`config.mk`:
```
export PLATFORM = sky130hd
export DESIGN_NAME = fft8_stream
export DESIGN_NICKNAME = d
export VERILOG_FILES = /design/src/rtl/fft8_stream.sv
export SDC_FILE = /design/constraint.sdc
export NUM_CORES = 2
export LEC_CHECK = 0
export BUFFER_PORTS_ARGS = -buffer_cell sky130_fd_sc_hd__buf_2
export CAP_MARGIN = 15
export CORE_MARGIN = 3
export CORE_UTILIZATION = 50
export CTS_BUF_LIST = sky130_fd_sc_hd__clkbuf_8
export CTS_CLUSTER_DIAMETER = 50
export DETAILED_ROUTE_END_ITERATION = 8
export PLACE_DENSITY = 0.72
export SETUP_SLACK_MARGIN = 0.15
export SYNTH_ARGS = -nofsm -noshare
export SYNTH_HDL_FRONTEND = slang
export SYNTH_SLANG_ARGS = --single-unit
```
`constraint.sdc`:
```
create_clock -name clk -period 43.8 [get_ports clk]
set_input_delay 6.57 -clock clk [delete_from_list [all_inputs] [get_ports clk]]
set_output_delay 6.57 -clock clk [all_outputs]
set_load 0.005 [all_outputs]
```
`src/rtl/fft8_stream.sv`:
```
// Streaming 8-point radix-2 DIF FFT: one {re,im} sample in and one natural-order bin out per clock, out = DFT/8.
// Define FFT_ROUND_EN to round half-up at every >>>1 and >>>10 instead of truncating.
module fft8_stream #(
  parameter int DW = 12,
  parameter int CW = 12
) (
  input  logic            clk,
  input  logic            reset,
  input  logic [2*DW-1:0] in,
  output logic [2*DW-1:0] out
);

  localparam int FRAC = 10;
  localparam logic signed [CW-1:0] C707 = CW'(32'sd724);
  localparam logic signed [CW-1:0] N707 = CW'(-32'sd724);

  logic [2:0]           cnt_q, cnt_d;
  logic                 cb_q, cb_d;
  logic [2*DW-1:0]      coll_q [0:1][0:7];
  logic [2*DW-1:0]      coll_d [0:1][0:7];
  logic signed [DW-1:0] xre [0:7];
  logic signed [DW-1:0] xim [0:7];
  logic signed [DW-1:0] s1r_q [0:7];
  logic signed [DW-1:0] s1i_q [0:7];
  logic signed [DW-1:0] s1r_d [0:7];
  logic signed [DW-1:0] s1i_d [0:7];
  logic signed [DW-1:0] s2r_q [0:7];
  logic signed [DW-1:0] s2i_q [0:7];
  logic signed [DW-1:0] s2r_d [0:7];
  logic signed [DW-1:0] s2i_d [0:7];
  logic                 v1_q, v1_d, v2_q, v2_d;
  logic [2*DW-1:0]      obuf_q [0:1][0:7];
  logic [2*DW-1:0]      obuf_d [0:1][0:7];
  logic                 wb_q, wb_d, rb_q, rb_d, ract_q, ract_d;
  logic [2:0]           ridx_q, ridx_d;
  logic [2*DW-1:0]      out_q, out_d;

  // (a +/- b) >>> 1 evaluated at DW+1 bits so the sum itself never overflows
  function automatic logic signed [DW-1:0] hadd(input logic signed [DW-1:0] a,
                                                 input logic signed [DW-1:0] b,
                                                 input logic sub);
    logic signed [DW:0] ea, eb, s;
    ea = {a[DW-1], a};
    eb = {b[DW-1], b};
    if (sub) begin
      s = ea - eb;
    end else begin
      s = ea + eb;
    end
`ifdef FFT_ROUND_EN
    s = s + {{DW{1'b0}}, 1'b1};
`endif
    return s[DW:1];
  endfunction

  function automatic logic [2*DW-1:0] cmul(input logic signed [DW-1:0] br,
                                           input logic signed [DW-1:0] bi,
                                           input logic signed [CW-1:0] wr,
                                           input logic signed [CW-1:0] wi);
    logic signed [DW+CW:0] ebr, ebi, ewr, ewi, pr, pi, rnd;
    ebr = {{(CW+1){br[DW-1]}}, br};
    ebi = {{(CW+1){bi[DW-1]}}, bi};
    ewr = {{(DW+1){wr[CW-1]}}, wr};
    ewi = {{(DW+1){wi[CW-1]}}, wi};
    rnd = '0;
`ifdef FFT_ROUND_EN
    rnd[FRAC-1] = 1'b1;
`endif
    pr = ebr * ewr - ebi * ewi + rnd;
    pi = ebr * ewi + ebi * ewr + rnd;
    return {pr[FRAC+DW-1:FRAC], pi[FRAC+DW-1:FRAC]};
  endfunction

  // W8^k rotation; k = 0 and k = 2 are exact and bypass the multiplier
  function automatic logic [2*DW-1:0] rot(input logic signed [DW-1:0] br,
                                          input logic signed [DW-1:0] bi,
                                          input logic [1:0] k);
    logic signed [DW-1:0] nr;
    logic [2*DW-1:0]      res;
    nr = -br;
    case (k)
      2'd0:    res = {br, bi};
      2'd1:    res = cmul(br, bi, C707, N707);
      2'd2:    res = {bi, nr};
      2'd3:    res = cmul(br, bi, N707, N707);
      default: res = {br, bi};
    endcase
    return res;
  endfunction

  function automatic logic [2:0] brev(input logic [2:0] p);
    return {p[0], p[1], p[2]};
  endfunction

  // Sample counter and ping-pong input collector
  always_comb begin
    coll_d = coll_q;
    coll_d[cb_q][cnt_q] = in;
    cnt_d = cnt_q + 3'd1;
    if (cnt_q == 3'd7) begin
      cb_d = ~cb_q;
    end else begin
      cb_d = cb_q;
    end
  end

  // Stage-1 operands: x7 is taken straight from the input as it arrives
  always_comb begin
    for (int n = 0; n < 8; n++) begin
      if (n == 7) begin
        xre[n] = in[2*DW-1:DW];
        xim[n] = in[DW-1:0];
      end else begin
        xre[n] = coll_q[cb_q][n][2*DW-1:DW];
        xim[n] = coll_q[cb_q][n][DW-1:0];
      end
    end
  end

  // Stage 1: pairs (n, n+4), twiddle W8^n
  always_comb begin : stage1
    logic signed [DW-1:0] dr, di;
    logic [2*DW-1:0]      t;
    dr = '0;
    di = '0;
    t  = '0;
    s1r_d = s1r_q;
    s1i_d = s1i_q;
    v1_d  = (cnt_q == 3'd7);
    if (cnt_q == 3'd7) begin
      for (int n = 0; n < 4; n++) begin
        s1r_d[n] = hadd(xre[n], xre[n+4], 1'b0);
        s1i_d[n] = hadd(xim[n], xim[n+4], 1'b0);
        dr = hadd(xre[n], xre[n+4], 1'b1);
        di = hadd(xim[n], xim[n+4], 1'b1);
        t  = rot(dr, di, 2'(n));
        s1r_d[n+4] = t[2*DW-1:DW];
        s1i_d[n+4] = t[DW-1:0];
      end
    end else begin
      s1r_d = s1r_q;
      s1i_d = s1i_q;
    end
  end

  // Stage 2: pairs (i, i+2) inside each half, twiddle W8^(2j)
  always_comb begin : stage2
    logic signed [DW-1:0] dr, di;
    logic [2*DW-1:0]      t;
    int                   i0;
    dr = '0;
    di = '0;
    t  = '0;
    i0 = 0;
    s2r_d = s2r_q;
    s2i_d = s2i_q;
    v2_d  = v1_q;
    if (v1_q) begin
      for (int h = 0; h < 2; h++) begin
        for (int j = 0; j < 2; j++) begin
          i0 = 4 * h + j;
          s2r_d[i0] = hadd(s1r_q[i0], s1r_q[i0+2], 1'b0);
          s2i_d[i0] = hadd(s1i_q[i0], s1i_q[i0+2], 1'b0);
          dr = hadd(s1r_q[i0], s1r_q[i0+2], 1'b1);
          di = hadd(s1i_q[i0], s1i_q[i0+2], 1'b1);
          t  = rot(dr, di, 2'(2 * j));
          s2r_d[i0+2] = t[2*DW-1:DW];
          s2i_d[i0+2] = t[DW-1:0];
        end
      end
    end else begin
      s2r_d = s2r_q;
      s2i_d = s2i_q;
    end
  end

  // Stage 3 writes bins straight into the output bank at bit-reversed addresses
  always_comb begin
    obuf_d = obuf_q;
    if (v2_q) begin
      for (int p = 0; p < 4; p++) begin
        obuf_d[wb_q][brev(3'(2 * p))] =
          {hadd(s2r_q[2*p], s2r_q[2*p+1], 1'b0), hadd(s2i_q[2*p], s2i_q[2*p+1], 1'b0)};
        obuf_d[wb_q][brev(3'(2 * p + 1))] =
          {hadd(s2r_q[2*p], s2r_q[2*p+1], 1'b1), hadd(s2i_q[2*p], s2i_q[2*p+1], 1'b1)};
      end
    end else begin
      obuf_d = obuf_q;
    end
  end

  // Natural-order readout; a freshly written bank takes over on the cycle after it is filled
  always_comb begin
    if (v2_q) begin
      rb_d   = wb_q;
      wb_d   = ~wb_q;
      ridx_d = 3'd0;
      ract_d = 1'b1;
    end else begin
      rb_d   = rb_q;
      wb_d   = wb_q;
      ract_d = ract_q;
      if (ract_q) begin
        ridx_d = ridx_q + 3'd1;
      end else begin
        ridx_d = ridx_q;
      end
    end
    if (ract_q) begin
      out_d = obuf_q[rb_q][ridx_q];
    end else begin
      out_d = out_q;
    end
  end

  // State registers, all cleared asynchronously
  always_ff @(posedge clk or posedge reset) begin
    if (reset) begin
      cnt_q  <= 3'd0;
      cb_q   <= 1'b0;
      coll_q <= '{default: '0};
      s1r_q  <= '{default: '0};
      s1i_q  <= '{default: '0};
      s2r_q  <= '{default: '0};
      s2i_q  <= '{default: '0};
      v1_q   <= 1'b0;
      v2_q   <= 1'b0;
      obuf_q <= '{default: '0};
      wb_q   <= 1'b0;
      rb_q   <= 1'b0;
      ridx_q <= 3'd0;
      ract_q <= 1'b0;
      out_q  <= '0;
    end else begin
      cnt_q  <= cnt_d;
      cb_q   <= cb_d;
      coll_q <= coll_d;
      s1r_q  <= s1r_d;
      s1i_q  <= s1i_d;
      s2r_q  <= s2r_d;
      s2i_q  <= s2i_d;
      v1_q   <= v1_d;
      v2_q   <= v2_d;
      obuf_q <= obuf_d;
      wb_q   <= wb_d;
      rb_q   <= rb_d;
      ridx_q <= ridx_d;
      ract_q <= ract_d;
      out_q  <= out_d;
    end
  end

  assign out = out_q;

endmodule

```
==> out/summary.txt <==
Critical Setup Path Class: primary input to flop
nets@finish: 9,546
die width: 412 um
syn_area_per_cell: 9.79 um2
Slew Limit Fails: 0
sequential standard cell area: 28,500 um2
delay-heaviest family, CP: compound AO/OA/AOI/OAI gates
maxcap violations: 0
PortBufs: 49
Post-Layout Cell Count: 10,702
Ports: 50
endpoints failing setup: 0
Slowest cell on crit path: a2111oi_0
CTS Buffer Depth: 3
Hold Violations, Final: 0
ys async rst share: 100%
crit-path max FO: 15
setup TNS: 0 ps
fill count: 14,361
Buf/Inv on CP: 5
core area: 163,000 um2
DR iter-0 viols: 4,876
Place WS: 28,540 ps
sequential share of the synthesized area: 34.6%
largest net degree at the start of global routing: 188
mapped cell area: 82,500 um2
skew final: 79.0 ps
Post-Syn Nets: 9,605
Seq cells post-synth: 1,140
outcome: finished clean
crit path capture type: flop
post-DR wirelength/cell: 21.0 um
die area: 170,000 um2
TritonCTS clock tree: yes
first-pass GRT wire length: 349 mm
Synth Warn #: 0
DRC viols: 0
initial core utilization: 50.5%
clock-pin slew on the worst setup and hold paths: 60 ps
placed insts: 10,346
cts bufs inserted: 195
Std-Cell Rows: 148
unrepaired setup endpoints after global routing: false
Vias/cell: 5.64
Post-CTS Hold Fix Bufs: 0
layout cell share with drive strength beyond 1: 12.4%
Clock Tree Root: clkbuf_8
clock sinks: 1,140
most frequent cells in the layout: dfrtp_1, ha_1, inv_1
setup bufs post-CTS: 0
worst hold path type: flop to flop
Tcrit/Tclk final: 33.2%
CTS H-Tree Depth: 4
vias in the first global route: 59,119
worst-skew pair later-pin latency: 990 ps
Worst slew margin: 22.1%
Routed Wire Length: 225 mm
ys flop type: dfrtp_1
Post-synth EDFFs: 0
DR vias: 60,324
Chip Height: 412 um
worst-margin pin slew: 1170 ps
Most common cell on crit path: ha_1
Fmax: 68.8 MHz
Yosys cell types: 94
Initial DRT Pass Iterations: 7
final core utilization: 54.4%
Gate Count Post-Synth: 8,428
Multi-input gate area: 49,500 um2
Critical Path AT: 15,370 ps
crit start category: primary input
gr ovfl total: 0
PostCTS Resize Cnt: 0
delay of the slowest cell on the worst path: 850 ps
area grow syn2layout: 7.79%
GP Congestion: 0.954
CP required: 44,640 ps
commonest non-fill, non-tap cell in the layout: dfrtp_1
all-layer global routing usage: 26.6%
PnR worst setup slack: 29,270 ps
initial antenna violation count: 8
fin crit period: 14,530 ps
Antenna Nets Post-Route: 0
detailed placement HPWL: 176 mm
[stage by stage]
stage	cell area, um2	hold slack, ps
2_1_floorplan	82500	425
3_3_place_gp	84800	456
3_5_place_dp	84800	464
4_1_cts	88900	477
5_1_grt	88900	498
6_report	88900	474
[tightest hold or removal path, stage by stage, from the launching register on]
cell and delay (ps):
dfrtp_1 340, nand2_1 40, o21ai_0 60
[layer usage]
metal | share of wire, % | vias to the layer above | GRT usage, %
li1 | - | 28644 | -
met1 | 47 | 29758 | 39.4
met3 | 6.4 | 299 | 4.23
met5 | 0.0098 | - | 0
met4 | 3.2 | 4 | 8.46
met2 | 43 | 1619 | 39.9
[cell usage after synthesis (20+ instances only)]
master	n	area, um2
a21o_1	116	871
a21oi_1	614	3070
a31oi_1	38	238
and3_1	23	144
buf_1	36	135
clkbuf_1	331	1240
dfrtp_1	1140	28500
fa_1	182	3640
ha_1	969	12100
inv_1	842	3160
mux2_2	423	4760
mux2i_1	120	1200
mux4_2	120	2700
nand2_1	713	2680
nand2b_1	73	457
nand3_1	50	250
nor2_1	451	1690
nor2b_1	75	469
nor3_1	96	480
o211ai_1	23	173
o21a_1	28	210
o21ai_0	662	3310
o21bai_1	264	1980
o31ai_1	21	158
or3_1	20	125
xnor2_1	521	4560
xor2_1	141	1230
[state kept, by name (all words and copies together) (netlist names)]
register  flops
obuf_q      384
coll_q      336
s1i_q        96
s1r_q        96
s2i_q        96
s2r_q        96
out          24
cnt_q         3
ridx_q        3
cb_q          1
ract_q        1
rb_q          1
v1_q          1
v2_q          1
wb_q          1
[cell type report]
class	count	share of cell area [%]
antenna	6	0.0169
clock buffer	239	3.70
multi-input combinational	6069	55.7
tap	2175	3.06
sequential	1140	32.1
inverter	845	3.58
clock inverter	110	0.929
timing repair buffer	118	0.905
[path summary, 6_finish.rpt]
kind / start / endpoint / slack (ps) / cells after the start
setup / recovery: in[0] / s1r_q[11] / 29270 / 33
min in group asynchronous: reset / s1i_q[17] / 5830 / 2
hold / removal: obuf_q[284] / obuf_q[284] / 470 / 2
hold reg to reg: obuf_q[284] / obuf_q[284] / 470 / 2
setup reg to reg: cb_q / s1r_q[11] / 32750 / 37
max in group asynchronous: reset / obuf_q[284] / 33980 / 6
[cells by family after synthesis]
| family | synth area share [%] |
|---|---|
| DFF | 34.6 |
| adders and majority gates | 19.1 |
| buffers and inverters | 5.56 |
| xor gates and xnor gates | 7.10 |
| muxes | 10.5 |
| AOI/OAI and AO/OA | 14.1 |
| and+or+nand+nor | 8.95 |
Power is left out: the tool's default activity adds up to more than one toggle a clock period on the data nets, which glitch-free logic cannot reach.
